File: config.mk
export PLATFORM = sky130hd
export DESIGN_NAME = hazard_ctrl_flat
export DESIGN_NICKNAME = d
export VERILOG_FILES = /design/src/rtl/hazard_pkg.sv /design/src/rtl/hazard_ctrl_if.sv /design/src/rtl/hazard_ctrl_go_sync.sv /design/src/rtl/hazard_ctrl.sv /design/src/flat_wrapper.sv
export SDC_FILE = /design/constraint.sdc
export NUM_CORES = 1
export LEC_CHECK = 0
export BUFFER_PORTS_ARGS = -buffer_cell sky130_fd_sc_hd__buf_2
export CAP_MARGIN = 15
export CORE_ASPECT_RATIO = 1.5
export CORE_MARGIN = 1.5
export CORE_UTILIZATION = 40
export DETAILED_ROUTE_END_ITERATION = 8
export GPL_TIMING_DRIVEN = 0
export PLACE_DENSITY = 0.67
export RECOVER_POWER = 25
export SLEW_MARGIN = 20
export SYNTH_ARGS = -nofsm -noshare
export SYNTH_HDL_FRONTEND = slang
export SYNTH_SLANG_ARGS = --single-unit
File: constraint.sdc
create_clock -name clk -period 3.9 [get_ports clk]
set_input_delay 0.975 -clock clk [delete_from_list [all_inputs] [get_ports clk]]
set_output_delay 0.975 -clock clk [all_outputs]
set_load 0.01 [all_outputs]
File: src/rtl/hazard_pkg.sv
// Shared definitions for the pipeline hazard controller: FSM state
// encoding, forwarding mux select codes and the single-source hazard test.
package hazard_pkg;

    typedef enum logic {
        ST_RUN  = 1'b0,
        ST_HALT = 1'b1
    } state_t;

    // Operand select codes driven on fwd_a / fwd_b
    localparam logic [1:0] FWD_RF  = 2'b00;  // register file value
    localparam logic [1:0] FWD_MEM = 2'b01;  // EX/MEM result
    localparam logic [1:0] FWD_WB  = 2'b10;  // WB Din

    // A source conflicts with a writer only when the source is really read,
    // the writer really writes, the numbers match and the register is not $0.
    function automatic logic src_hazard(
        input logic       used,
        input logic [4:0] src,
        input logic       regwrite,
        input logic [4:0] dst
    );
        return used && regwrite && (src == dst) && (src != 5'd0);
    endfunction

endpackage

File: src/rtl/hazard_ctrl_if.sv
// Pipeline-side bundle of the hazard controller: ID source registers,
// per-stage writer information and the stall/flush/forward controls.
// These are plain level signals sampled every cycle; there is no
// valid/ready handshake, every field is meaningful on every cycle.
interface hazard_ctrl_if;
    import hazard_pkg::*;

    logic [4:0]  id_r1;
    logic [4:0]  id_r2;
    logic        id_r1_used;
    logic        id_r2_used;
    logic [4:0]  ex_wreg;
    logic [4:0]  mem_wreg;
    logic [4:0]  wb_wreg;
    logic        ex_regwrite;
    logic        mem_regwrite;
    logic        wb_regwrite;
    logic        ex_memtoreg;
    logic        ex_redirect;
    logic        ex_halt;

    logic        pc_enable;
    logic        if_id_enable;
    logic        if_id_flush;
    logic        id_ex_flush;
    logic [1:0]  fwd_a;
    logic [1:0]  fwd_b;
    logic        halted;
    logic [31:0] stall_count;
    logic [31:0] flush_count;
    state_t      dbg_state;

    // Pipeline side: supplies instruction information, consumes controls
    modport master (
        output id_r1, id_r2, id_r1_used, id_r2_used,
        output ex_wreg, mem_wreg, wb_wreg,
        output ex_regwrite, mem_regwrite, wb_regwrite,
        output ex_memtoreg, ex_redirect, ex_halt,
        input  pc_enable, if_id_enable, if_id_flush, id_ex_flush,
        input  fwd_a, fwd_b, halted, stall_count, flush_count, dbg_state
    );

    // Hazard controller side
    modport slave (
        input  id_r1, id_r2, id_r1_used, id_r2_used,
        input  ex_wreg, mem_wreg, wb_wreg,
        input  ex_regwrite, mem_regwrite, wb_regwrite,
        input  ex_memtoreg, ex_redirect, ex_halt,
        output pc_enable, if_id_enable, if_id_flush, id_ex_flush,
        output fwd_a, fwd_b, halted, stall_count, flush_count, dbg_state
    );

endinterface

File: src/rtl/hazard_ctrl_go_sync.sv
// Go button conditioner: two-flop synchronizer followed by a rising-edge
// detector. pulse is high for exactly one cycle per synchronized rise, so a
// button held high produces a single pulse.
module go_sync (
    input  logic clk,
    input  logic clr,
    input  logic go,
    output logic pulse
);

    logic sync1;
    logic sync2;
    logic prev;

    // Synchronize the asynchronous button and remember last synchronized level
    always_ff @(posedge clk or negedge clr) begin
        if (!clr) begin
            sync1 <= 1'b0;
            sync2 <= 1'b0;
            prev  <= 1'b0;
        end else begin
            sync1 <= go;
            sync2 <= sync1;
            prev  <= sync2;
        end
    end

    assign pulse = sync2 & ~prev;

endmodule

File: src/rtl/hazard_ctrl.sv
// Hazard controller for a 5-stage pipeline: load-use / data-hazard stalls,
// redirect flushes, halt-until-Go, stall/flush event counters.
// Build option HAZARD_FORWARD_EN: when defined, operands are forwarded from
// EX/MEM (preferred) or WB and only load-use stalls; when undefined, the
// forward selects are tied to the register file and any hazard against
// EX, MEM or WB stalls.
// A halting syscall in EX takes precedence over everything in its cycle:
// the front end is frozen, nothing is flushed and no counter moves.
module hazard_ctrl
    import hazard_pkg::*;
(
    input  logic          clk,
    input  logic          clr,
    input  logic          Go,
    hazard_ctrl_if.slave  bus
);

    state_t      state;
    logic        halted_q;
    logic [31:0] stall_cnt_q;
    logic [31:0] flush_cnt_q;
    logic        go_pulse;

    logic        ex_haz;
    logic        mem_haz_a;
    logic        mem_haz_b;
    logic        wb_haz_a;
    logic        wb_haz_b;
    logic        load_stall;
    logic        stall;

    logic        pc_en_c;
    logic        if_id_en_c;
    logic        if_id_flush_c;
    logic        id_ex_flush_c;
    logic        stall_inc;
    logic        flush_inc;

    go_sync u_go_sync (
        .clk   (clk),
        .clr   (clr),
        .go    (Go),
        .pulse (go_pulse)
    );

    // Per-stage hazard detection against both ID sources
    always_comb begin
        ex_haz    = src_hazard(bus.id_r1_used, bus.id_r1, bus.ex_regwrite, bus.ex_wreg)
                  | src_hazard(bus.id_r2_used, bus.id_r2, bus.ex_regwrite, bus.ex_wreg);
        mem_haz_a = src_hazard(bus.id_r1_used, bus.id_r1, bus.mem_regwrite, bus.mem_wreg);
        mem_haz_b = src_hazard(bus.id_r2_used, bus.id_r2, bus.mem_regwrite, bus.mem_wreg);
        wb_haz_a  = src_hazard(bus.id_r1_used, bus.id_r1, bus.wb_regwrite, bus.wb_wreg);
        wb_haz_b  = src_hazard(bus.id_r2_used, bus.id_r2, bus.wb_regwrite, bus.wb_wreg);
        load_stall = bus.ex_memtoreg & ex_haz;
    end

`ifdef HAZARD_FORWARD_EN
    logic [1:0] fwd_a_c;
    logic [1:0] fwd_b_c;

    // Forward select: the younger EX/MEM result wins over WB
    always_comb begin
        fwd_a_c = FWD_RF;
        fwd_b_c = FWD_RF;
        if (mem_haz_a)     fwd_a_c = FWD_MEM;
        else if (wb_haz_a) fwd_a_c = FWD_WB;
        if (mem_haz_b)     fwd_b_c = FWD_MEM;
        else if (wb_haz_b) fwd_b_c = FWD_WB;
    end

    assign stall     = load_stall;
    assign bus.fwd_a = clr ? fwd_a_c : FWD_RF;
    assign bus.fwd_b = clr ? fwd_b_c : FWD_RF;
`else
    // Without forwarding, any pending writer of a source must drain first
    assign stall     = load_stall | ex_haz | mem_haz_a | mem_haz_b | wb_haz_a | wb_haz_b;
    assign bus.fwd_a = FWD_RF;
    assign bus.fwd_b = FWD_RF;
`endif

    // Pipeline controls for this cycle: halt > redirect > stall > run
    always_comb begin
        pc_en_c       = 1'b1;
        if_id_en_c    = 1'b1;
        if_id_flush_c = 1'b0;
        id_ex_flush_c = 1'b0;
        stall_inc     = 1'b0;
        flush_inc     = 1'b0;
        if (state == ST_HALT || bus.ex_halt) begin
            pc_en_c    = 1'b0;
            if_id_en_c = 1'b0;
        end else if (bus.ex_redirect) begin
            if_id_flush_c = 1'b1;
            id_ex_flush_c = 1'b1;
            flush_inc     = 1'b1;
        end else if (stall) begin
            pc_en_c       = 1'b0;
            if_id_en_c    = 1'b0;
            id_ex_flush_c = 1'b1;
            stall_inc     = 1'b1;
        end
    end

    // RUN/HALT state machine with registered halted flag
    always_ff @(posedge clk or negedge clr) begin
        if (!clr) begin
            state    <= ST_RUN;
            halted_q <= 1'b0;
        end else begin
            case (state)
                ST_RUN: begin
                    if (bus.ex_halt) begin
                        state    <= ST_HALT;
                        halted_q <= 1'b1;
                    end
                end
                ST_HALT: begin
                    if (go_pulse) begin
                        state    <= ST_RUN;
                        halted_q <= 1'b0;
                    end
                end
                default: begin
                    state    <= ST_RUN;
                    halted_q <= 1'b0;
                end
            endcase
        end
    end

    // Saturating event counters
    always_ff @(posedge clk or negedge clr) begin
        if (!clr) begin
            stall_cnt_q <= 32'd0;
            flush_cnt_q <= 32'd0;
        end else begin
            if (stall_inc && stall_cnt_q != 32'hFFFF_FFFF) stall_cnt_q <= stall_cnt_q + 32'd1;
            if (flush_inc && flush_cnt_q != 32'hFFFF_FFFF) flush_cnt_q <= flush_cnt_q + 32'd1;
        end
    end

    assign bus.pc_enable    = pc_en_c;
    assign bus.if_id_enable = if_id_en_c;
    assign bus.if_id_flush  = if_id_flush_c;
    assign bus.id_ex_flush  = id_ex_flush_c;
    assign bus.halted       = halted_q;
    assign bus.stall_count  = stall_cnt_q;
    assign bus.flush_count  = flush_cnt_q;
    assign bus.dbg_state    = state;

endmodule

File: src/flat_wrapper.sv
// flat-port wrapper written by rule: the top's interface ports become plain ports
module hazard_ctrl_flat import hazard_pkg::*;
  (clk, clr, Go, bus_id_r1, bus_id_r2, bus_id_r1_used, bus_id_r2_used, bus_ex_wreg, bus_mem_wreg, bus_wb_wreg, bus_ex_regwrite, bus_mem_regwrite, bus_wb_regwrite, bus_ex_memtoreg, bus_ex_redirect, bus_ex_halt, bus_pc_enable, bus_if_id_enable, bus_if_id_flush, bus_id_ex_flush, bus_fwd_a, bus_fwd_b, bus_halted, bus_stall_count, bus_flush_count, bus_dbg_state);
  hazard_ctrl_if bus_i ();
  input  logic clk;
  input  logic clr;
  input  logic Go;
  input wire logic [$bits(bus_i.id_r1)-1:0] bus_id_r1;
  input wire logic [$bits(bus_i.id_r2)-1:0] bus_id_r2;
  input wire logic [$bits(bus_i.id_r1_used)-1:0] bus_id_r1_used;
  input wire logic [$bits(bus_i.id_r2_used)-1:0] bus_id_r2_used;
  input wire logic [$bits(bus_i.ex_wreg)-1:0] bus_ex_wreg;
  input wire logic [$bits(bus_i.mem_wreg)-1:0] bus_mem_wreg;
  input wire logic [$bits(bus_i.wb_wreg)-1:0] bus_wb_wreg;
  input wire logic [$bits(bus_i.ex_regwrite)-1:0] bus_ex_regwrite;
  input wire logic [$bits(bus_i.mem_regwrite)-1:0] bus_mem_regwrite;
  input wire logic [$bits(bus_i.wb_regwrite)-1:0] bus_wb_regwrite;
  input wire logic [$bits(bus_i.ex_memtoreg)-1:0] bus_ex_memtoreg;
  input wire logic [$bits(bus_i.ex_redirect)-1:0] bus_ex_redirect;
  input wire logic [$bits(bus_i.ex_halt)-1:0] bus_ex_halt;
  output wire logic [$bits(bus_i.pc_enable)-1:0] bus_pc_enable;
  output wire logic [$bits(bus_i.if_id_enable)-1:0] bus_if_id_enable;
  output wire logic [$bits(bus_i.if_id_flush)-1:0] bus_if_id_flush;
  output wire logic [$bits(bus_i.id_ex_flush)-1:0] bus_id_ex_flush;
  output wire logic [$bits(bus_i.fwd_a)-1:0] bus_fwd_a;
  output wire logic [$bits(bus_i.fwd_b)-1:0] bus_fwd_b;
  output wire logic [$bits(bus_i.halted)-1:0] bus_halted;
  output wire logic [$bits(bus_i.stall_count)-1:0] bus_stall_count;
  output wire logic [$bits(bus_i.flush_count)-1:0] bus_flush_count;
  output wire logic [$bits(bus_i.dbg_state)-1:0] bus_dbg_state;
  assign bus_i.id_r1 = bus_id_r1;
  assign bus_i.id_r2 = bus_id_r2;
  assign bus_i.id_r1_used = bus_id_r1_used;
  assign bus_i.id_r2_used = bus_id_r2_used;
  assign bus_i.ex_wreg = bus_ex_wreg;
  assign bus_i.mem_wreg = bus_mem_wreg;
  assign bus_i.wb_wreg = bus_wb_wreg;
  assign bus_i.ex_regwrite = bus_ex_regwrite;
  assign bus_i.mem_regwrite = bus_mem_regwrite;
  assign bus_i.wb_regwrite = bus_wb_regwrite;
  assign bus_i.ex_memtoreg = bus_ex_memtoreg;
  assign bus_i.ex_redirect = bus_ex_redirect;
  assign bus_i.ex_halt = bus_ex_halt;
  assign bus_pc_enable = bus_i.pc_enable;
  assign bus_if_id_enable = bus_i.if_id_enable;
  assign bus_if_id_flush = bus_i.if_id_flush;
  assign bus_id_ex_flush = bus_i.id_ex_flush;
  assign bus_fwd_a = bus_i.fwd_a;
  assign bus_fwd_b = bus_i.fwd_b;
  assign bus_halted = bus_i.halted;
  assign bus_stall_count = bus_i.stall_count;
  assign bus_flush_count = bus_i.flush_count;
  assign bus_dbg_state = bus_i.dbg_state;
  hazard_ctrl u_core (.clk(clk), .clr(clr), .Go(Go), .bus(bus_i));
endmodule
==> impl_metrics.ini <==
[floorplanning]
design.core.area_um2 = 8780
start_util = 0.411
dieArea_um2 = 9620
die_w_um = 80.6
io_pins = 110
row_count = 42
die_h_um = 119

[grt]
antenna_found_initial = 0
met3_usage = 0.0414
gr-usage-all-layers = 0.184
overflow = 0
use_met2 = 0.314
grt_util_met1 = 0.216
grt_pass1_wl_um = 13600
grt_max_degree = 44
grt-busiest-layer = met2
grt_pass1_vias = 2799

[timing]
clock.fmax_mhz = 267
skew_ps = 6.39
tightest_slew_ps = 1440
rsz0062_at_grt = no
slew_headroom = 0.0421
setup_viol = 0
drv_slew = 0
fin_crit_sh = 0.959
hold_viol = 0
fin_setup_tns_ps = 0
fin_crit_ps = 3740

[layout]
fillers = 816
diodes = 0
drive_above_1_share = 0.306
areaGrowthSynthToFinish_pct = 26.3
fin_nets = 497

[worst_setup_path]
path_cells = buf_2, or4_1, o21ai_0, a31oi_1, or2_1, buf_6, a21boi_0, buf_4, buf_2
cpMostUsedCell = buf_2
slowest_stage = or4_1
start_kind = input port
max_stage_delay_ps = 500
crit_path_end_kind = output port
crit_type = in2out
crit_arrival_ps = 2760
required_ps = 2920
crit_fanout = 8

[run]
max_cap_viol_count = 0

[power]
power.density_nw_per_um2 = 376
power_leakage_nw = 2.35
vdd_drop_max_mv = 0.278
power.total_mw = 1.72

[synth]
synth_cells = 340
synthTopCellsByCount = dfrtp_1 (69), xor2_1 (52), xnor2_1 (39)
seq_area_frac_synth = 0.478
synth_cell_types = 39
async_flop_share = 1.00
yosysTopAreaCellShare = 0.478
synth_area_leader_cell = dfrtp_1
yosysMostFrequentCell = dfrtp_1
synth-seq-cells = 69
yosysWarnings = 0
avgSynthCellArea_um2 = 10.6
synth-edff-count = 0
synth_flop_cell = dfrtp_1
syn_area_um2 = 3610
synthTopCellsByArea = dfrtp_1 (48%), xor2_1 (13%), xnor2_1 (9.5%), nand3_1 (3.7%), nand4_1 (2.9%)

[route]
ant_nets = 0
vias = 2903
drt-total-wl_um = 8170
drtIter0Drc = 90
post_drt_wl_per_cell_um = 14.2
drt-vias-per-instance = 5.06
first_pass_iters = 4
remaining_drc_errors = 0

[cts]
cts_resized = 0
post_cts_buffers = 0
clk_pin_slew_ps = 50
cts_made_buffers = 9
cts_num_sinks = 69
cts_tree = done
insertion_delay_ps = 330
cts_root_buf = clkbuf_16
cts_max_path_buffers = 2
holdBufCountCts = 0
cts_max_level = 3

[placed_design]
gp_congestion = 0.837
hpwl_um = 6240
io_buffers = 104

[worst_hold_path]
hold_path_class = reg2reg

[status]
status = finished, final reports clean
metal layers:
layer / vias up / wire length (um) / share of wire
met5: - / 0 / 0
met4: 0 / 172 / 0.021
met3: 15 / 359 / 0.044
met2: 80 / 4270 / 0.52
met1: 1393 / 3360 / 0.41
li1: 1415 / - / -
registers in the layout (all words and copies together) (netlist names):
register	cells
u_core.u_go_sync.prev	1
u_core.u_go_sync.sync1	1
u_core.bus.dbg_state	1
u_core.bus.halted	1
u_core.bus.flush_count	32
u_core.bus.stall_count	32
u_core.u_go_sync.sync2	1
worst paths after layout:
kind                                                 from                          to  slack [ps]  depth (start not counted)
worst max-delay path                         bus_id_r2[0]               bus_pc_enable         160                          9
worst min-delay path               u_core.u_go_sync.sync1      u_core.u_go_sync.sync2         350                          0
worst max register to register  u_core.bus.stall_count[7]   u_core.bus.stall_count[1]        1470                          8
worst min register to register     u_core.u_go_sync.sync1      u_core.u_go_sync.sync2         350                          0
max in group asynchronous                             clr  u_core.bus.flush_count[18]        1190                          2
min in group asynchronous                             clr  u_core.bus.stall_count[27]         970                          1
worst max-delay path, delay by kind of cell:
family                 cells  cell delay, ps
buffers and inverters      4             550
AOI/OAI and AO/OA          3             490
and+or+nand+nor            2             740
stage by stage:
step | hold WS (ps) | cell area (um2) | utilization | cells | worst slack (ps)
after floorplan | 331 | 3620 | - | 343 | 345
after global placement | 337 | 4280 | 0.488 | 557 | 184
after detailed placement | 344 | 4300 | 0.490 | 558 | 137
after CTS | 358 | 4580 | 0.522 | 574 | 137
after global routing | 360 | 4560 | 0.520 | 574 | 74.0
final | 354 | 4560 | 0.520 | 574 | 161
cell type report:
cell class / instances / area, um2 / share of cell area
clock buffer: 10 / 239 / 0.0524
timing repair buffer: 105 / 523 / 0.115
clock inverter: 6 / 38.8 / 0.00850
sequential: 69 / 1730 / 0.379
tap: 110 / 138 / 0.0302
multi-input combinational: 254 / 1780 / 0.391
buffer: 10 / 76.3 / 0.0167
inverter: 10 / 37.5 / 0.00823
layout by cell type, fill, tap and decap left out, types with 6 or more instances in the layout:
master	synthesis	final
and3_1	13	13
inv_1	10	10
xor2_1	52	52
nor3_1	11	11
dfrtp_1	69	69
nor2_1	18	18
buf_4	6	6
nand2_1	26	26
xnor2_1	39	39
nand3_1	27	27
buf_2	1	103
clkbuf_16	0	9
nor4_1	10	10
nand4_1	17	17
report_power, final:
group          internal, mW  total, mW  leakage (nW)  switching, mW
Sequential            0.745      0.784         0.925         0.0386
Clock                 0.445      0.759         0.134          0.314
Combinational        0.0787      0.173          1.30         0.0947
cells by family after synthesis:
group                    after synthesis  synth area share
AO/OA/AOI/OAI                         12            0.0222
XOR/XNOR                              91             0.221
adder cells (fa/ha/maj)                2           0.00693
buffers and inverters                 20            0.0315
flip-flops                            69             0.478
multiplexers                           3           0.00935
other                                  1           0.00104
AND/OR/NAND/NOR                      142             0.230
No activity file was read; power rests on OpenSTA's default activity.
